`src/rtl/prog_ram_reader_if.sv`:
```
// Bundle of the program-RAM read port and the fetched-word valid/ready stream.
// The master side is the reader engine; the slave side is the RAM plus the consumer.
interface prog_ram_reader_if #(
    parameter int ADDR_W = 8,
    parameter int DATA_W = 16
);
    logic              prog_cs_n;
    logic              prog_wd;
    logic [ADDR_W-1:0] prog_addr;
    logic [DATA_W-1:0] prog_dout;
    logic              out_valid;
    logic              out_ready;
    logic [DATA_W-1:0] out_data;
    logic [ADDR_W-1:0] out_addr;

    modport master (
        output prog_cs_n, prog_wd, prog_addr, out_valid, out_data, out_addr,
        input  prog_dout, out_ready
    );

    modport slave (
        input  prog_cs_n, prog_wd, prog_addr, out_valid, out_data, out_addr,
        output prog_dout, out_ready
    );
endinterface

```
`src/rtl/prog_ram_reader.sv`:
```
// Walks the program RAM from a start address, streaming each word out until END or the top address.
// Keeps a count and a 16-bit additive checksum of the accepted words.
module prog_ram_reader #(
    parameter int         ADDR_W      = 8,
    parameter int         DATA_W      = 16,
    parameter int         RD_LAT      = 1,
    parameter logic [3:0] END_OPCODE  = 4'b1100,
    parameter bit         STOP_ON_END = 1'b1
) (
    input  logic              clk,
    input  logic              rst_n,
    input  logic              start_i,
    input  logic              abort_i,
    input  logic [ADDR_W-1:0] start_addr_i,
    output logic              busy_o,
    output logic              done_o,
    output logic [ADDR_W:0]   word_cnt_o,
    output logic [DATA_W-1:0] checksum_o,
    prog_ram_reader_if.master bus
);
    localparam int CNT_W = (RD_LAT > 1) ? $clog2(RD_LAT) : 1;

    typedef enum logic [2:0] {S_IDLE, S_FETCH, S_WAIT, S_HOLD, S_DONE} state_e;

    state_e            state_q;
    logic              cs_n_q;
    logic [ADDR_W-1:0] addr_q;
    logic [CNT_W-1:0]  lat_q;
    logic              valid_q;
    logic [DATA_W-1:0] data_q;
    logic [ADDR_W-1:0] oaddr_q;
    logic              busy_q;
    logic              done_q;
    logic [ADDR_W:0]   cnt_q;
    logic [DATA_W-1:0] sum_q;
    logic              last_d;

    assign last_d = (STOP_ON_END && (data_q[DATA_W-1 -: 4] == END_OPCODE)) || (oaddr_q == '1);

    // WAIT runs RD_LAT cycles; chip select is released for the last one, while the
    // RAM output settles, so the select is low for exactly RD_LAT cycles per word.
    always_ff @(posedge clk or negedge rst_n) begin
        if (!rst_n) begin
            state_q <= S_IDLE;
            cs_n_q  <= 1'b1;
            addr_q  <= '0;
            lat_q   <= '0;
            valid_q <= 1'b0;
            data_q  <= '0;
            oaddr_q <= '0;
            busy_q  <= 1'b0;
            done_q  <= 1'b0;
            cnt_q   <= '0;
            sum_q   <= '0;
        end else begin
            done_q <= 1'b0;
            if (abort_i && state_q != S_IDLE) begin
                state_q <= S_IDLE;
                cs_n_q  <= 1'b1;
                valid_q <= 1'b0;
                busy_q  <= 1'b0;
            end else begin
                case (state_q)
                    S_IDLE: begin
                        if (start_i && !abort_i) begin
                            state_q <= S_FETCH;
                            addr_q  <= start_addr_i;
                            cnt_q   <= '0;
                            sum_q   <= '0;
                            cs_n_q  <= 1'b0;
                            busy_q  <= 1'b1;
                        end
                    end
                    S_FETCH: begin
                        state_q <= S_WAIT;
                        lat_q   <= CNT_W'(RD_LAT - 1);
                        cs_n_q  <= (RD_LAT == 1);
                    end
                    S_WAIT: begin
                        if (lat_q == '0) begin
                            state_q <= S_HOLD;
                            data_q  <= bus.prog_dout;
                            oaddr_q <= addr_q;
                            valid_q <= 1'b1;
                        end else begin
                            lat_q  <= lat_q - 1'b1;
                            cs_n_q <= (lat_q == CNT_W'(1));
                        end
                    end
                    S_HOLD: begin
                        if (bus.out_ready) begin
                            valid_q <= 1'b0;
                            cnt_q   <= cnt_q + 1'b1;
                            sum_q   <= sum_q + data_q;
                            if (last_d) begin
                                state_q <= S_DONE;
                                done_q  <= 1'b1;
                            end else begin
                                state_q <= S_FETCH;
                                addr_q  <= addr_q + 1'b1;
                                cs_n_q  <= 1'b0;
                            end
                        end
                    end
                    S_DONE: begin
                        state_q <= S_IDLE;
                        busy_q  <= 1'b0;
                    end
                    default: state_q <= S_IDLE;
                endcase
            end
        end
    end

    assign bus.prog_cs_n = cs_n_q;
    assign bus.prog_wd   = 1'b0;
    assign bus.prog_addr = addr_q;
    assign bus.out_valid = valid_q;
    assign bus.out_data  = data_q;
    assign bus.out_addr  = oaddr_q;
    assign busy_o        = busy_q;
    assign done_o        = done_q;
    assign word_cnt_o    = cnt_q;
    assign checksum_o    = sum_q;
endmodule

```
`src/flat_wrapper.sv`:
```
// flat-port wrapper written by rule: the top's interface ports become plain ports
module prog_ram_reader_flat 
#(
    parameter int         ADDR_W      = 8,
    parameter int         DATA_W      = 16,
    parameter int         RD_LAT      = 1,
    parameter logic [3:0] END_OPCODE  = 4'b1100,
    parameter bit         STOP_ON_END = 1'b1
)
  (clk, rst_n, start_i, abort_i, start_addr_i, busy_o, done_o, word_cnt_o, checksum_o, bus_prog_cs_n, bus_prog_wd, bus_prog_addr, bus_out_valid, bus_out_data, bus_out_addr, bus_prog_dout, bus_out_ready);
  prog_ram_reader_if #(.ADDR_W(ADDR_W), .DATA_W(DATA_W)) bus_i ();
  input  logic clk;
  input  logic rst_n;
  input  logic start_i;
  input  logic abort_i;
  input  logic [ADDR_W-1:0] start_addr_i;
  output logic busy_o;
  output logic done_o;
  output logic [ADDR_W:0] word_cnt_o;
  output logic [DATA_W-1:0] checksum_o;
  output wire logic [$bits(bus_i.prog_cs_n)-1:0] bus_prog_cs_n;
  output wire logic [$bits(bus_i.prog_wd)-1:0] bus_prog_wd;
  output wire logic [$bits(bus_i.prog_addr)-1:0] bus_prog_addr;
  output wire logic [$bits(bus_i.out_valid)-1:0] bus_out_valid;
  output wire logic [$bits(bus_i.out_data)-1:0] bus_out_data;
  output wire logic [$bits(bus_i.out_addr)-1:0] bus_out_addr;
  input wire logic [$bits(bus_i.prog_dout)-1:0] bus_prog_dout;
  input wire logic [$bits(bus_i.out_ready)-1:0] bus_out_ready;
  assign bus_prog_cs_n = bus_i.prog_cs_n;
  assign bus_prog_wd = bus_i.prog_wd;
  assign bus_prog_addr = bus_i.prog_addr;
  assign bus_out_valid = bus_i.out_valid;
  assign bus_out_data = bus_i.out_data;
  assign bus_out_addr = bus_i.out_addr;
  assign bus_i.prog_dout = bus_prog_dout;
  assign bus_i.out_ready = bus_out_ready;
  prog_ram_reader #(.ADDR_W(ADDR_W), .DATA_W(DATA_W), .RD_LAT(RD_LAT), .END_OPCODE(END_OPCODE), .STOP_ON_END(STOP_ON_END)) u_core (.clk(clk), .rst_n(rst_n), .start_i(start_i), .abort_i(abort_i), .start_addr_i(start_addr_i), .busy_o(busy_o), .done_o(done_o), .word_cnt_o(word_cnt_o), .checksum_o(checksum_o), .bus(bus_i));
endmodule
```
`config.mk`:
```
export PLATFORM = sky130hd
export DESIGN_NAME = prog_ram_reader_flat
export DESIGN_NICKNAME = d
export VERILOG_FILES = /design/src/rtl/prog_ram_reader_if.sv /design/src/rtl/prog_ram_reader.sv /design/src/flat_wrapper.sv
export SDC_FILE = /design/constraint.sdc
export NUM_CORES = 1
export LEC_CHECK = 0
export ABC_AREA = 1
export ABC_CLOCK_PERIOD_IN_PS = 2710
export CORE_MARGIN = 2
export CORE_UTILIZATION = 56
export CTS_BUF_LIST = sky130_fd_sc_hd__clkbuf_8
export CTS_CLUSTER_DIAMETER = 80
export DETAILED_ROUTE_END_ITERATION = 8
export PLACE_DENSITY = 0.87
export SYNTH_ARGS = -nofsm -noshare
export SYNTH_HDL_FRONTEND = slang
export SYNTH_SLANG_ARGS = --single-unit
```
`constraint.sdc`:
```
create_clock -name clk -period 2.71 [get_ports clk]
set_clock_uncertainty 0.15 [all_clocks]
set_input_delay 0.6775 -clock clk [delete_from_list [all_inputs] [get_ports clk]]
set_output_delay 0.6775 -clock clk [all_outputs]
set_load 0.01 [all_outputs]
```
==> flow_summary_export.csv <==
group,metric,value,unit
placement,gp_congestion,0.891,
timing,post-route-period-util,82.7,%
die,ios,91,
clock_network,cts_tree,"done",
synth,syn_area,3840,sq um
clock_network,post_cts_resize_count,0,
pwr,switchingPower,2.46,mW
clock_network,cts.htree.levels,3,
timing,setup_tns,0,ps
worst_setup_path,worstPathRequired,1880,ps
placement,pre_cts_ws,272,ps
route,routedWlPerCell,13.9,um
clock_network,clock_path_buffers,2,
timing,finalCriticalPeriod,2240,ps
synth,ys_seq_area_share,41.8,%
die,die_w,86.8,um
worst_setup_path,cp.arrival,1410,ps
synth,synth_ff_type,"dfrtp_1",
synth,synth_top_area_share,41.1,%
timing,fin_ws,468,ps
global_routing,overflow,0,
min_path,min_path_type,"input port to async pin",
synth,synth-seq-cells,64,
pwr,power_leakage,2.54,nW
route,routed_wl,9380,um
die,start_util,57.1,%
die,die_h,86.8,um
synth,syn_nets,540,
worst_setup_path,worst-path-buf-inv,1,
timing,hold_viol_final,0,
placement,io_buffers,89,
global_routing,grt_util_all_layers,26.1,%
synth,ys_types,36,
finish,drive_gt1_share,9.11,%
placement,place_inst,657,
global_routing,grt_max_degree,45,
die,core_area,6720,sq um
pwr,seq_power_share,29.0,%
finish,final_nets,635,
die,die-area,7530,sq um
finish,area_delta_synth_final,31.1,%
pwr,swShare,42.1,%
timing,slew_violations,0,
clock_network,post_cts_buffers,0,
finish,final_util,74.9,%
placement,hpwl,6940,um
pwr,p_int,3.39,mW
global_routing,grt_pass1_wl,15500,um
clock_network,cts_hold_buffers,0,
route,drc_errors,0,
die,row_count,30,
pwr,power.density,1160,nW/um^2
run,cap_violations,0,
worst_setup_path,crit_chain,"clkdlybuf4s50_1",
clock_network,clk-insertion-delay-late,340,ps
synth,netlist_instances,493,
route,antenna_left,0,
worst_setup_path,cp_max_fo,2,
timing,max_freq,0.446,GHz
route,drt_iter0_drc,219,
timing,rsz0062_at_grt,"false",
worst_setup_path,slowest_stage,"dfstp_2",
synth,synthArstFlopShare,100,%
synth,synthTopCellsByArea,"dfrtp_1 (41%), nand2_1 (17%), inv_1 (6.0%)",
synth,yosys-top-cells-count,"nand2_1 (174), dfrtp_1 (63), inv_1 (61)",
synth,synth_top_area_cell,"dfrtp_1",
worst_setup_path,critPathLaunchType,"flop",
finish,diodes,0,
synth,yosys_warnings,0,
finish,stdcell_count,673,
clock_network,path_clk_slew,70,ps
synth,syn_avg_cell_area,7.78,sq um
route,num_vias,3592,
route,dr.pass1.iters,5,
global_routing,antenna_found_initial,0,
run_status,status,"finished clean",
timing,worstMarginPinSlew,592,ps
pwr,ir_drop,585,uV
clock_network,cts_sinks,64,
pwr,combPwrFrac,54.2,%
worst_setup_path,endpoint_kind,"primary output",
clock_network,cts-root-buf,"clkbuf_8",
synth,yosysMostFrequentCell,"nand2_1",
worst_setup_path,critPathMaxStageDelay,540,ps
worst_setup_path,path_delay_family,"flip-flops",
route,viasPerCell,5.34,
synth,synth-edff-count,0,
worst_setup_path,crit_type,"flop to primary output",
timing,timing.slew.headroom,60.5,%
global_routing,grt_pass1_vias,3496,
pwr,clkPwrFrac,16.8,%
timing,setup_viol,0,
clock_network,cts_made_buffers,9,
-- final cells by class --
cell class	count	area, sq um
Multi-Input combinational cell	355	1920
Fill cell	496	1690
Sequential cell	64	1600
Timing Repair Buffer	94	936
Inverter	64	243
Clock buffer	9	124
Clock inverter	7	111
Tap cell	80	100
-- through the flow --
stage / hold WS (ps) / area (sq um) / power, mW
5_1_grt: 178 / 5030 / 6.29
4_1_cts: 155 / 5030 / 5.85
6_report: 143 / 5030 / 5.85
2_1_floorplan: 232 / 3840 / 3.62
3_5_place_dp: 313 / 4800 / 4.84
3_3_place_gp: 313 / 4800 / 4.71
-- cells in the final DEF (no fill, tap or decap), drive strengths merged --
cell type / netlist / final
clkdlybuf4s50: 0 / 88
nand3: 35 / 35
conb: 1 / 1
o31ai: 4 / 4
dfrtp: 63 / 63
xnor2: 5 / 5
nand2: 178 / 178
or2: 2 / 2
dfstp: 1 / 1
fa: 1 / 1
nor2: 28 / 28
nand4: 7 / 7
clkinvlp: 0 / 1
bufinv: 0 / 3
a21oi: 15 / 15
o21ai: 26 / 26
o22ai: 1 / 1
nor3: 7 / 7
ha: 17 / 17
buf: 9 / 6
mux2i: 1 / 1
clkbuf: 1 / 9
clkinv: 0 / 2
inv: 64 / 65
mux2: 18 / 18
xor2: 5 / 5
nand3b: 4 / 4
-- power by group through the flow --
stage          sequential [mW]  clock [mW]  combinational [mW]
2_1_floorplan             1.81           0                1.81
3_3_place_gp              1.69           0                3.02
3_5_place_dp              1.71           0                3.12
4_1_cts                   1.70       0.999                3.16
5_1_grt                   1.74        1.04                3.50
6_report                  1.69       0.985                3.17
-- worst paths after layout --
kind | startpoint | to | slack, ps | cells after the start
worst max-delay path | u_core.bus.prog_cs_n | bus_prog_cs_n | 470 | 1
worst min-delay path | rst_n | u_core.bus.out_data[5] | 140 | 1
worst max register to register | u_core.state_q[0] | u_core.checksum_o[6] | 670 | 8
worst min register to register | u_core.bus.prog_cs_n | u_core.bus.prog_cs_n | 320 | 2
max in group asynchronous | rst_n | u_core.bus.prog_cs_n | 1590 | 2
min in group clk | u_core.bus.prog_cs_n | u_core.bus.prog_cs_n | 320 | 2
-- flip-flops by register name (all words and copies together), names as in the netlist --
name,count
u_core.bus.out_addr,8
u_core.bus.out_data,16
u_core.bus.out_valid,1
u_core.bus.prog_addr,8
u_core.bus.prog_cs_n,1
u_core.busy_o,1
u_core.checksum_o,16
u_core.done_o,1
u_core.state_q,3
u_core.word_cnt_o,9
-- routing by layer --
layer  up-vias  routed length, um  GRT usage, %  part of all wire (%)
met5         -                  0             0                     0
met4         0                136          7.53                   1.4
met3        15                491          5.62                   5.2
met2       134               4860          47.5                    52
met1      1682               3890          30.6                    41
li1       1761                  -             -                     -
-- logic make-up (layout without fill, tap and decap cells) --
logic type / Yosys count / in the layout / synth area share [%]
AOI/OAI and AO/OA: 46 / 46 / 6.78
xor gates and xnor gates: 10 / 10 / 2.28
adders and majority gates: 18 / 18 / 6.06
buffers and inverters: 74 / 174 / 8.31
DFF: 64 / 64 / 41.8
muxes: 19 / 19 / 5.54
other: 1 / 1 / 0.0977
and+or+nand+nor: 261 / 261 / 29.1
(Power assumes the default switching activity.)
